File: src/rtl/rgb_byte_unpacker.sv
// ============================================================================
// rgb_byte_unpacker - assembles R,G,B byte triplets into top-down addressed pixels (rev 1.0)
// ============================================================================
`default_nettype none

module rgb_byte_unpacker #(
  parameter int HEIGHT = 512,
  parameter int WIDTH  = 768,
  parameter int ADDR_W = $clog2(WIDTH*HEIGHT)
) (
  input  logic              clk,
  input  logic              rst,
  input  logic              start,
  input  logic              s_valid,
  output logic              s_ready,
  input  logic [7:0]        s_data,
  output logic              m_valid,
  input  logic              m_ready,
  output logic [7:0]        m_r,
  output logic [7:0]        m_g,
  output logic [7:0]        m_b,
  output logic [ADDR_W-1:0] m_addr,
  output logic              m_last,
  output logic              busy,
  output logic              done
);

  localparam int COL_W = (WIDTH > 1) ? $clog2(WIDTH) : 1;
  localparam logic [ADDR_W-1:0] c_addr_init = ADDR_W'(WIDTH*(HEIGHT-1));
  localparam logic [ADDR_W-1:0] c_row_back  = ADDR_W'(2*WIDTH-1);
  localparam logic [ADDR_W-1:0] c_last_pix  = ADDR_W'(WIDTH*HEIGHT-1);
  localparam logic [COL_W-1:0]  c_last_col  = COL_W'(WIDTH-1);

  typedef enum logic [1:0] {
    ST_IDLE  = 2'd0,
    ST_RUN   = 2'd1,
    ST_DRAIN = 2'd2
  } state_t;

  state_t            state_q, state_d;
  logic [1:0]        phase_q, phase_d;
  logic [7:0]        r_q, r_d, g_q, g_d;
  logic [COL_W-1:0]  col_q, col_d;
  logic [ADDR_W-1:0] pix_cnt_q, pix_cnt_d;
  logic [ADDR_W-1:0] addr_next_q, addr_next_d;
  logic              m_valid_q, m_valid_d;
  logic [7:0]        m_r_q, m_r_d, m_g_q, m_g_d, m_b_q, m_b_d;
  logic [ADDR_W-1:0] m_addr_q, m_addr_d;
  logic              m_last_q, m_last_d;
  logic              done_q, done_d;
  logic              s_xfer;

  // The B byte may only be taken when the output register is free or draining this cycle
  assign s_ready = (state_q == ST_RUN) && ((phase_q != 2'd2) || !m_valid_q || m_ready);
  assign s_xfer  = s_valid && s_ready;

  always_comb begin
    state_d     = state_q;
    phase_d     = phase_q;
    r_d         = r_q;
    g_d         = g_q;
    col_d       = col_q;
    pix_cnt_d   = pix_cnt_q;
    addr_next_d = addr_next_q;
    m_valid_d   = m_valid_q && !m_ready;
    m_r_d       = m_r_q;
    m_g_d       = m_g_q;
    m_b_d       = m_b_q;
    m_addr_d    = m_addr_q;
    m_last_d    = m_last_q;
    done_d      = 1'b0;
    case (state_q)
      ST_IDLE: begin
        if (start) begin
          state_d     = ST_RUN;
          addr_next_d = c_addr_init;
          col_d       = '0;
          pix_cnt_d   = '0;
          phase_d     = 2'd0;
        end
      end
      ST_RUN: begin
        if (s_xfer) begin
          case (phase_q)
            2'd0: begin
              r_d     = s_data;
              phase_d = 2'd1;
            end
            2'd1: begin
              g_d     = s_data;
              phase_d = 2'd2;
            end
            default: begin
              phase_d   = 2'd0;
              m_valid_d = 1'b1;
              m_r_d     = r_q;
              m_g_d     = g_q;
              m_b_d     = s_data;
              m_addr_d  = addr_next_q;
              m_last_d  = (pix_cnt_q == c_last_pix);
              pix_cnt_d = pix_cnt_q + ADDR_W'(1);
              // File rows run bottom-up: end of a row jumps to the start of the row above
              if (col_q == c_last_col) begin
                addr_next_d = addr_next_q - c_row_back;
                col_d       = '0;
              end else begin
                addr_next_d = addr_next_q + ADDR_W'(1);
                col_d       = col_q + COL_W'(1);
              end
              if (pix_cnt_q == c_last_pix) begin
                state_d = ST_DRAIN;
              end
            end
          endcase
        end
      end
      ST_DRAIN: begin
        if (m_valid_q && m_ready) begin
          state_d = ST_IDLE;
          done_d  = 1'b1;
        end
      end
      default: state_d = ST_IDLE;
    endcase
  end

  always_ff @(posedge clk) begin
    if (rst) begin
      state_q     <= ST_IDLE;
      phase_q     <= 2'd0;
      r_q         <= '0;
      g_q         <= '0;
      col_q       <= '0;
      pix_cnt_q   <= '0;
      addr_next_q <= '0;
      m_valid_q   <= 1'b0;
      m_r_q       <= '0;
      m_g_q       <= '0;
      m_b_q       <= '0;
      m_addr_q    <= '0;
      m_last_q    <= 1'b0;
      done_q      <= 1'b0;
    end else begin
      state_q     <= state_d;
      phase_q     <= phase_d;
      r_q         <= r_d;
      g_q         <= g_d;
      col_q       <= col_d;
      pix_cnt_q   <= pix_cnt_d;
      addr_next_q <= addr_next_d;
      m_valid_q   <= m_valid_d;
      m_r_q       <= m_r_d;
      m_g_q       <= m_g_d;
      m_b_q       <= m_b_d;
      m_addr_q    <= m_addr_d;
      m_last_q    <= m_last_d;
      done_q      <= done_d;
    end
  end

  assign m_valid = m_valid_q;
  assign m_r     = m_r_q;
  assign m_g     = m_g_q;
  assign m_b     = m_b_q;
  assign m_addr  = m_addr_q;
  assign m_last  = m_last_q;
  assign busy    = (state_q != ST_IDLE);
  assign done    = done_q;

endmodule

`default_nettype wire
File: config.mk
export PLATFORM = sky130hd
export DESIGN_NAME = rgb_byte_unpacker
export DESIGN_NICKNAME = d
export VERILOG_FILES = /design/src/rtl/rgb_byte_unpacker.sv
export SDC_FILE = /design/constraint.sdc
export NUM_CORES = 1
export LEC_CHECK = 0
export ABC_AREA = 1
export BUFFER_PORTS_ARGS = -buffer_cell sky130_fd_sc_hd__buf_2
export CAP_MARGIN = 25
export CORE_ASPECT_RATIO = 0.6
export CORE_MARGIN = 3
export CORE_UTILIZATION = 45
export CTS_CLUSTER_SIZE = 16
export DETAILED_ROUTE_END_ITERATION = 8
export PLACE_DENSITY = 0.67
export SETUP_SLACK_MARGIN = 0.5
export SKIP_LAST_GASP = 1
export SLEW_MARGIN = 20
export SYNTH_ARGS = -nofsm -noshare
export SYNTH_HDL_FRONTEND = slang
export SYNTH_SLANG_ARGS = --single-unit
export TNS_END_PERCENT = 10
File: constraint.sdc
create_clock -name clk -period 1.95 [get_ports clk]
set_input_delay 0.585 -clock clk [delete_from_list [all_inputs] [get_ports clk]]
set_output_delay 0.585 -clock clk [all_outputs]
set_load 0.02 [all_outputs]
Word level (Yosys, flattened, before mapping):

Index checks and enable logic that the tools add are counted.

* flip-flop bits (word level): 114
* output and inout bits: 48
* word-level logic and storage cells: 79

* $add $sub $neg: 4
* equality and inequality tests: 11
* multiplexer cells: 28
* bitwise operators: 2
* reduce and logical (&&, ||, !) cells: 20

Operators by type and width (count)
* 19-bit 2-to-1 mux: 7
* 19-bit case mux with 2 select lines: 2
* 10-bit 2-to-1 mux: 4
* 19-bit by 1-bit adder with 19-bit output (second input constant): 2
* 10-bit case mux with 2 select lines: 1
* 19-bit == test (second input constant): 1
* 19-bit by 11-bit subtractor with 19-bit output (second input constant): 1
* 2-bit 2-to-1 mux: 7
* 3-bit AND reduction: 4
* 10-bit by 1-bit adder with 10-bit output (second input constant): 1
* 10-bit == test (second input constant): 1
* 2-bit inequality test (second input constant): 5
* 2-bit case mux with 2 select lines: 2
* 2-bit case mux with 3 select lines: 1
* 5-bit AND reduction: 1
* 2-bit by 1-bit == test with 1-bit output (second input constant): 2
* 1-bit logical AND: 4
* 2-bit zero test: 2
* 1-bit 2-to-1 mux: 4
* 4-bit AND reduction: 1
* 2-bit nonzero test: 2
* 2-bit OR reduction: 2
* 2-bit == test (second input constant): 1
* 1-bit zero test: 2
* other kinds (3): 5

Depth between registers and ports, before layout:

Gate-level depths: netlist of run 1.

* word-level depth: 7
* gate-level depth with buffers: 17
* depth with buffers taken out: 16

Worst setup path after synthesis of run 1:

Ideal clock, no wire load.

* kind: reg2reg
* start: reg col_q[0]
* end: reg addr_next_q[18]
* setup time: 117 ps
* arrival time: 1840 ps
* data required time: 1833 ps
* setup slack: -7 ps
* cell stages (with the launch flop): 14
* period minus slack after synthesis: 1957 ps
* cell sequence: dfxtp_1 -> ha_1 -> nand2_1 -> nor2_2 -> nand3_2 -> buf_6 -> inv_1 -> ha_1 -> inv_1 -> o21bai_1 -> a21oi_1 -> a21oi_1 -> nor2_1 -> nor2_1

* longest elaborated chain between the ends: 5

RTL lines
* start: declaration: line 43 `logic [COL_W-1:0] col_q, col_d;`
* start signal: assignment: line 148 `col_q <= col_d;`
* 10-bit == test: line 103 `if (col_q == c_last_col) begin`
* 19-bit 2-to-1 mux: line 103
* 19-bit 2-to-1 mux: line 84 `case (phase_q)`
* 19-bit 2-to-1 mux: line 83 `if (s_xfer) begin`
* 19-bit case mux with 2 select lines: line 72 `case (state_q)`
* end signal: assignment: line 150 `addr_next_q <= addr_next_d;`
* end: declaration: line 45 `logic [ADDR_W-1:0] addr_next_q, addr_next_d;`

Every way passes these cells. The select of a mux whose other input is x is not followed.
A chain may end at the register's enable or synchronous reset.

Worst setup path in the final report of run 1:

* start: reg col_q[1]
* end: reg addr_next_q[15]

The elaborated chain is that of the path after synthesis.

==> impl_metrics.toml, run 1 <==
[status]
status = "finished, violations left"
violations = "negative setup slack"

[timing]
fin_skew_ns = 0.00931
rsz0062_at_grt = "yes"
min_period_over_period_pct = 101
fmax_ghz = 0.508
tightest_slew_ns = 0.515
drv_slew = 0
period_needed_ns = 1.97
setup_tns_ns = -0.0245
hold_viol_final = 0
layout_setup_ws_ns = -0.0187
max-slew-margin-rel_pct = 65.2
setup_viol = 2

[die]
start_util_pct = 47.1
die_x_um = 143
num_rows = 29
design.core.area_um2 = 10800
dieArea_um2 = 12600
die_y_um = 88.3
boundaryPins = 61

[clock_tree]
htreeDepth = 4
clk_pin_slew_ns = 0.05
cts_sinks = 114
numCtsBuffers = 17
clkLatencyLatePin_ns = 0.42
clockRootBuffer = "clkbuf_16"
clk_path_buf_depth = 2
tritoncts = "done"

[critical_path]
crit_path_start_kind = "flop"
crit_path_end_kind = "flop"
worstPathMaxFanout = 4
timing.rr.start = "col_q[1]"
max_stage_delay_ns = 0.35
cp.depth = 15
required_ns = 2.26
crit_start = "col_q[1]"
arrival_ns = 2.28
reg2reg_setup_slack_ns = -0.02
slowest_stage = "dfxtp_2"
crit_type = "reg -> reg"
r2r_end = "addr_next_q[15]"
crit_end = "addr_next_q[15]"
cp_top_family = "simple AND/OR/NAND/NOR gates"
reg2reg_depth = 15
critPathBufInv = 2
path_cells = "ha_4, nand2_4, nor2_4, nand3_4, buf_6, nand2_4, nand2_4, nor2_4, nand3_2, nand2_2, nand4_1, nand3_1, nand3_1, nand2_1, inv_1"
path_common_cell = "nand2_4"

[routing]
vias = 5239
drt_iter0_markers = 465
antenna_left = 0
detailedRoute.firstPassIterationCount = 6
finalWirelength_um = 15300
wl_per_cell_um = 15.8
drcViolationCount = 0
via_per_inst = 5.42

[global_route]
overflow = 0
grt_max_degree = 56
grt_pass1_vias = 4793
grt_pass1_wl_um = 23500
antenna_found_initial = 0
grtUsageTotal_pct = 23.4

[finish]
multi_input_area_um2 = 2680
nNetsFinal = 832
final_common_cell = "dfxtp_1"
mostFrequentLayoutCells = "dfxtp_1, inv_1, a21oi_1"
seqCellArea_um2 = 2290
num_antenna_cells = 0
fillers = 881
area_growth_pct = 40.4
drive_above_1_share_pct = 32.6

[synthesis]
synth_edf_count = 0
synthCells = 689
synth_top_area_cell = "dfxtp_1"
synth_flop_cell = "dfxtp_1"
ys_top_cells_by_area = "dfxtp_1, a21oi_1, o21ai_0"
synthDistinctLibCells = 43
seq_area_frac_synth_pct = 44.9
yosys_warnings = 0
ys_ff_latch = 114
synthArstFlopShare_pct = 0
syn_area_per_cell_um2 = 7.37
yosys.area.top_type_share_pct = 44.9
syn_nets = 706
netlist_area_um2 = 5080

[placed_design]
place_congestion = 0.900
portBuffers = 60
dp_hpwl_um = 9120

[power_and_ir_drop]
powerDensity_nw_per_um2 = 919
peakVddDrop_mv = 0.646
power_uw = 6560
power_leakage_uw = 0.00308

[min_path]
hold_class = "in -> reg"
hold_depth = 3

[run]
drv_cap = 0
-- how the worst min path moves through the flow --
stage	startpoint	to	slack [ns]
final	s_data[0]	m_b[0]	0.44
after global routing	rst	pix_cnt_q[17]	0.45
after CTS	s_data[0]	m_b[0]	0.43
after detailed placement	r_q[0]	r_q[0]	0.44
after global placement	g_q[6]	m_g[6]	0.44
after floorplan	g_q[0]	g_q[0]	0.43
-- tightest hold or removal path, cell delays in order --
cell,delay [ns]
buf_2,0.11
nor2_1,0.05
nor2_1,0.08
-- per-layer routing --
layer	up-vias	wire, um	part of all wire, %	global-route usage (%)
met5	-	0	0	0
met4	0	208	1.4	7.94
met3	25	967	6.3	5.78
met2	196	6810	45	35.1
met1	2483	7280	48	33.2
li1	2535	-	-	-
-- timing repair --
| action | 4_1_cts | 5_1_grt |
|---|---|---|
| resized for setup | 58 | 47 |
| gates cloned | 3 | 2 |
| setup buffers | 16 | 11 |
| pin swaps | 23 | 26 |
| hold buffers | 0 | 0 |
| endpoints found under the setup margin | 159 | 160 |
-- final cells by class --
type | count | share of cell area, %
sequential | 114 | 32.1
clock buffer | 20 | 6.12
inverter | 97 | 5.30
multi-input combinational | 454 | 37.6
tap | 139 | 2.44
timing repair buffer | 131 | 14.2
clock inverter | 12 | 2.21
-- state kept, by name, indices dropped and copies added (netlist names), 2 cells and up --
| name | flops |
|---|---|
| addr_next_q | 19 |
| pix_cnt_q | 19 |
| state_q | 2 |
| phase_q | 2 |
| m_b | 8 |
| m_g | 8 |
| r_q | 8 |
| g_q | 8 |
| m_r | 8 |
| m_addr | 19 |
| col_q | 10 |
-- power breakdown --
| group | total [uW] | switching, uW | internal, uW | leakage (uW) |
|---|---|---|---|---|
| sequential | 2470 | 64.1 | 2410 | 0.000926 |
| combinational | 941 | 553 | 389 | 0.00188 |
| clock | 3140 | 1130 | 2010 | 0.000281 |
-- cell usage after synthesis, types with 5 or more instances --
library cell	count
inv_1	92
o21ai_0	84
clkbuf_1	15
nand2_1	94
inv_2	5
dfxtp_1	114
a21oi_1	85
buf_2	7
nor2_1	65
nand3_1	38
nor3_1	11
nand2_2	9
-- metrics by stage --
| step | hold slack, ns | util (%) | instance area [um^2] | std cells | setup slack [ns] |
|---|---|---|---|---|---|
| after global routing | 0.446 | 66.2 | 7130 | 967 | -0.101 |
| after global placement | 0.439 | 54.3 | 5850 | 903 | -0.0175 |
| after detailed placement | 0.441 | 54.3 | 5850 | 903 | -0.0827 |
| after floorplan | 0.430 | - | 5140 | 689 | 0.118 |
| final | 0.441 | 66.2 | 7130 | 967 | -0.0187 |
| after CTS | 0.435 | 63.6 | 6850 | 954 | 0.0725 |
-- logic make-up after synthesis --
family / synth area share (%)
and+or+nand+nor: 22.6
AOI/OAI and AO/OA: 20.9
buffers and inverters: 9.85
DFF: 44.9
xor gates and xnor gates: 0.690
adders and majority gates: 0.985
Note: power is estimated with default switching activity, not from simulation.
==> run 2: changes to the inputs <==
Settings changed: CTS_BUF_LIST from default to sky130_fd_sc_hd__clkbuf_16, CTS_CLUSTER_SIZE 16 to default, SKIP_LAST_GASP 1 to default.
==> impl_metrics.toml, run 2 (synthesis gave the netlist of run 1 again) <==
[finish]
design_area_um2 = 7790
area_growth_pct = 53.3
drive_above_1_share_pct = 43.8
mostFrequentLayoutCells = "inv_1, nand2_1, a21oi_1"
num_antenna_cells = 0
fillers = 742
nNetsFinal = 832
final_common_cell = "inv_1"

[critical_path]
worstPathMaxFanout = 6
crit_path_start_kind = "flop"
crit_path_end_kind = "flop"
required_ns = 2.29
arrival_ns = 2.30
cp_top_family = "simple AND/OR/NAND/NOR gates"
path_common_cell = "nand2_2"
critPathBufInv = 2
path_cells = "ha_4, nand2_4, nor2_4, nand3_4, buf_6, nand2_2, nand2_2, inv_2, nand2_2, nor2_4, nand3_2, nand4_1, nand3_2, a21oi_2"
slowest_stage = "dfxtp_2"
max_stage_delay_ns = 0.35
crit_type = "reg -> reg"

[global_route]
grtUsageTotal_pct = 23.4
grt_pass1_vias = 4793
antenna_found_initial = 0
grt_pass1_wl_um = 23500
overflow = 0
grt_max_degree = 56

[timing]
tightest_slew_ns = 0.504
hold_ws_ns = 0.446
fmax_ghz = 0.512
min_period_over_period_pct = 100
layout_setup_ws_ns = -0.00403
fin_skew_ns = 0.00673
hold_viol_final = 0
rsz0062_at_grt = "yes"
setup_viol = 1
setup_tns_ns = -0.00403
period_needed_ns = 1.95
max-slew-margin-rel_pct = 65.9
drv_slew = 0

[power_and_ir_drop]
power_leakage_uw = 0.00318
power_frac_clock_pct = 47.0
peakVddDrop_mv = 0.652
p_seq_share_pct = 37.2
power.internal_uw = 4840
powerDensity_nw_per_um2 = 854
p_sw_share_pct = 27.3
switchingPower_uw = 1820
comb_power_share_pct = 15.8
power_uw = 6650

[placed_design]
place_congestion = 0.900
dpl_cell_area_um2 = 5850
portBuffers = 60
dp_hpwl_um = 9120
pre_cts_ws_ns = -0.0827

[routing]
drcViolationCount = 0
wl_per_cell_um = 17.0
vias = 5328
finalWirelength_um = 16400
antenna_left = 0
drt_iter0_markers = 459
detailedRoute.firstPassIterationCount = 6
via_per_inst = 5.51

[die]
die_x_um = 143
start_util_pct = 47.1
die_y_um = 88.3
design.core.area_um2 = 10800
num_rows = 29
boundaryPins = 61
dieArea_um2 = 12600

[clock_tree]
clk_pin_slew_ns = 0.06
numCtsBuffers = 17
clkLatencyLatePin_ns = 0.42
cts_sinks = 114
htreeDepth = 4
tritoncts = "done"
clk_path_buf_depth = 2
clockRootBuffer = "clkbuf_16"

[min_path]
hold_class = "reg -> reg"

[status]
violations = "negative setup slack"
status = "finished, violations left"

[run]
drv_cap = 0
-- run 2: cell type report --
| class | instances | area (um^2) | area share (%) |
|---|---|---|---|
| Clock buffer | 17 | 425 | 5.46 |
| Clock inverter | 15 | 169 | 2.17 |
| Inverter | 97 | 390 | 5.01 |
| Multi-Input combinational cell | 454 | 2940 | 37.8 |
| Sequential cell | 114 | 2350 | 30.2 |
| Tap cell | 139 | 174 | 2.23 |
| Timing Repair Buffer | 131 | 1340 | 17.1 |
-- run 2: worst register-to-register path: stages, from the launching register on --
cell and delay (ns):
dfxtp_2 0.35, ha_4 0.16, nand2_4 0.06, nor2_4 0.14, nand3_4 0.12, buf_6 0.17
nand2_2 0.06, nand2_2 0.06, inv_2 0.08, nand2_2 0.07, nor2_4 0.15, nand3_2 0.12
nand4_1 0.12, nand3_2 0.09, a21oi_2 0.13
-- run 2: routing by layer --
| metal | part of all wire, % | wire length [um] | vias up | global-route usage [%] |
|---|---|---|---|---|
| met4 | 1.9 | 320 | 0 | 7.94 |
| met3 | 6.9 | 1140 | 39 | 5.78 |
| met2 | 47 | 7670 | 219 | 35.1 |
| met1 | 44 | 7280 | 2529 | 33.2 |
| li1 | - | - | 2541 | - |
| met5 | 0 | 0 | - | 0 |
-- run 2: worst paths after layout --
| kind | start | end | slack, ns | depth (start not counted) |
|---|---|---|---|---|
| worst min register to register | g_q[4] | m_g[4] | 0.45 | 2 |
| worst max-delay path | col_q[1] | addr_next_q[17] | -0.004 | 14 |
| worst min-delay path | g_q[4] | m_g[4] | 0.45 | 2 |
| worst max register to register | col_q[1] | addr_next_q[17] | -0.004 | 14 |
-- run 2: power by group through the flow --
stage	combinational, uW	sequential [uW]	clock [uW]
after floorplan	434	2510	0
after global placement	681	2510	0
after detailed placement	691	2510	0
after CTS	863	2470	3140
after global routing	1120	2490	3300
final	1050	2480	3130
-- run 2: metrics by stage --
| stage | utilization, % | std cells |
|---|---|---|
| floorplan | - | 689 |
| global route | 72.3 | 967 |
| global placement | 54.3 | 903 |
| finish | 72.3 | 967 |
| CTS | 63.6 | 954 |
| detailed placement | 54.3 | 903 |
-- run 2: timing repair --
| action | 4_1_cts | 5_1_grt |
|---|---|---|
| hold buffers | 0 | 0 |
| gates resized for setup | 58 | 281 |
| buffers inserted | 16 | 11 |
| gates cloned | 3 | 2 |
| pin swaps | 23 | 55 |
| endpoints found under the setup margin | 159 | 160 |
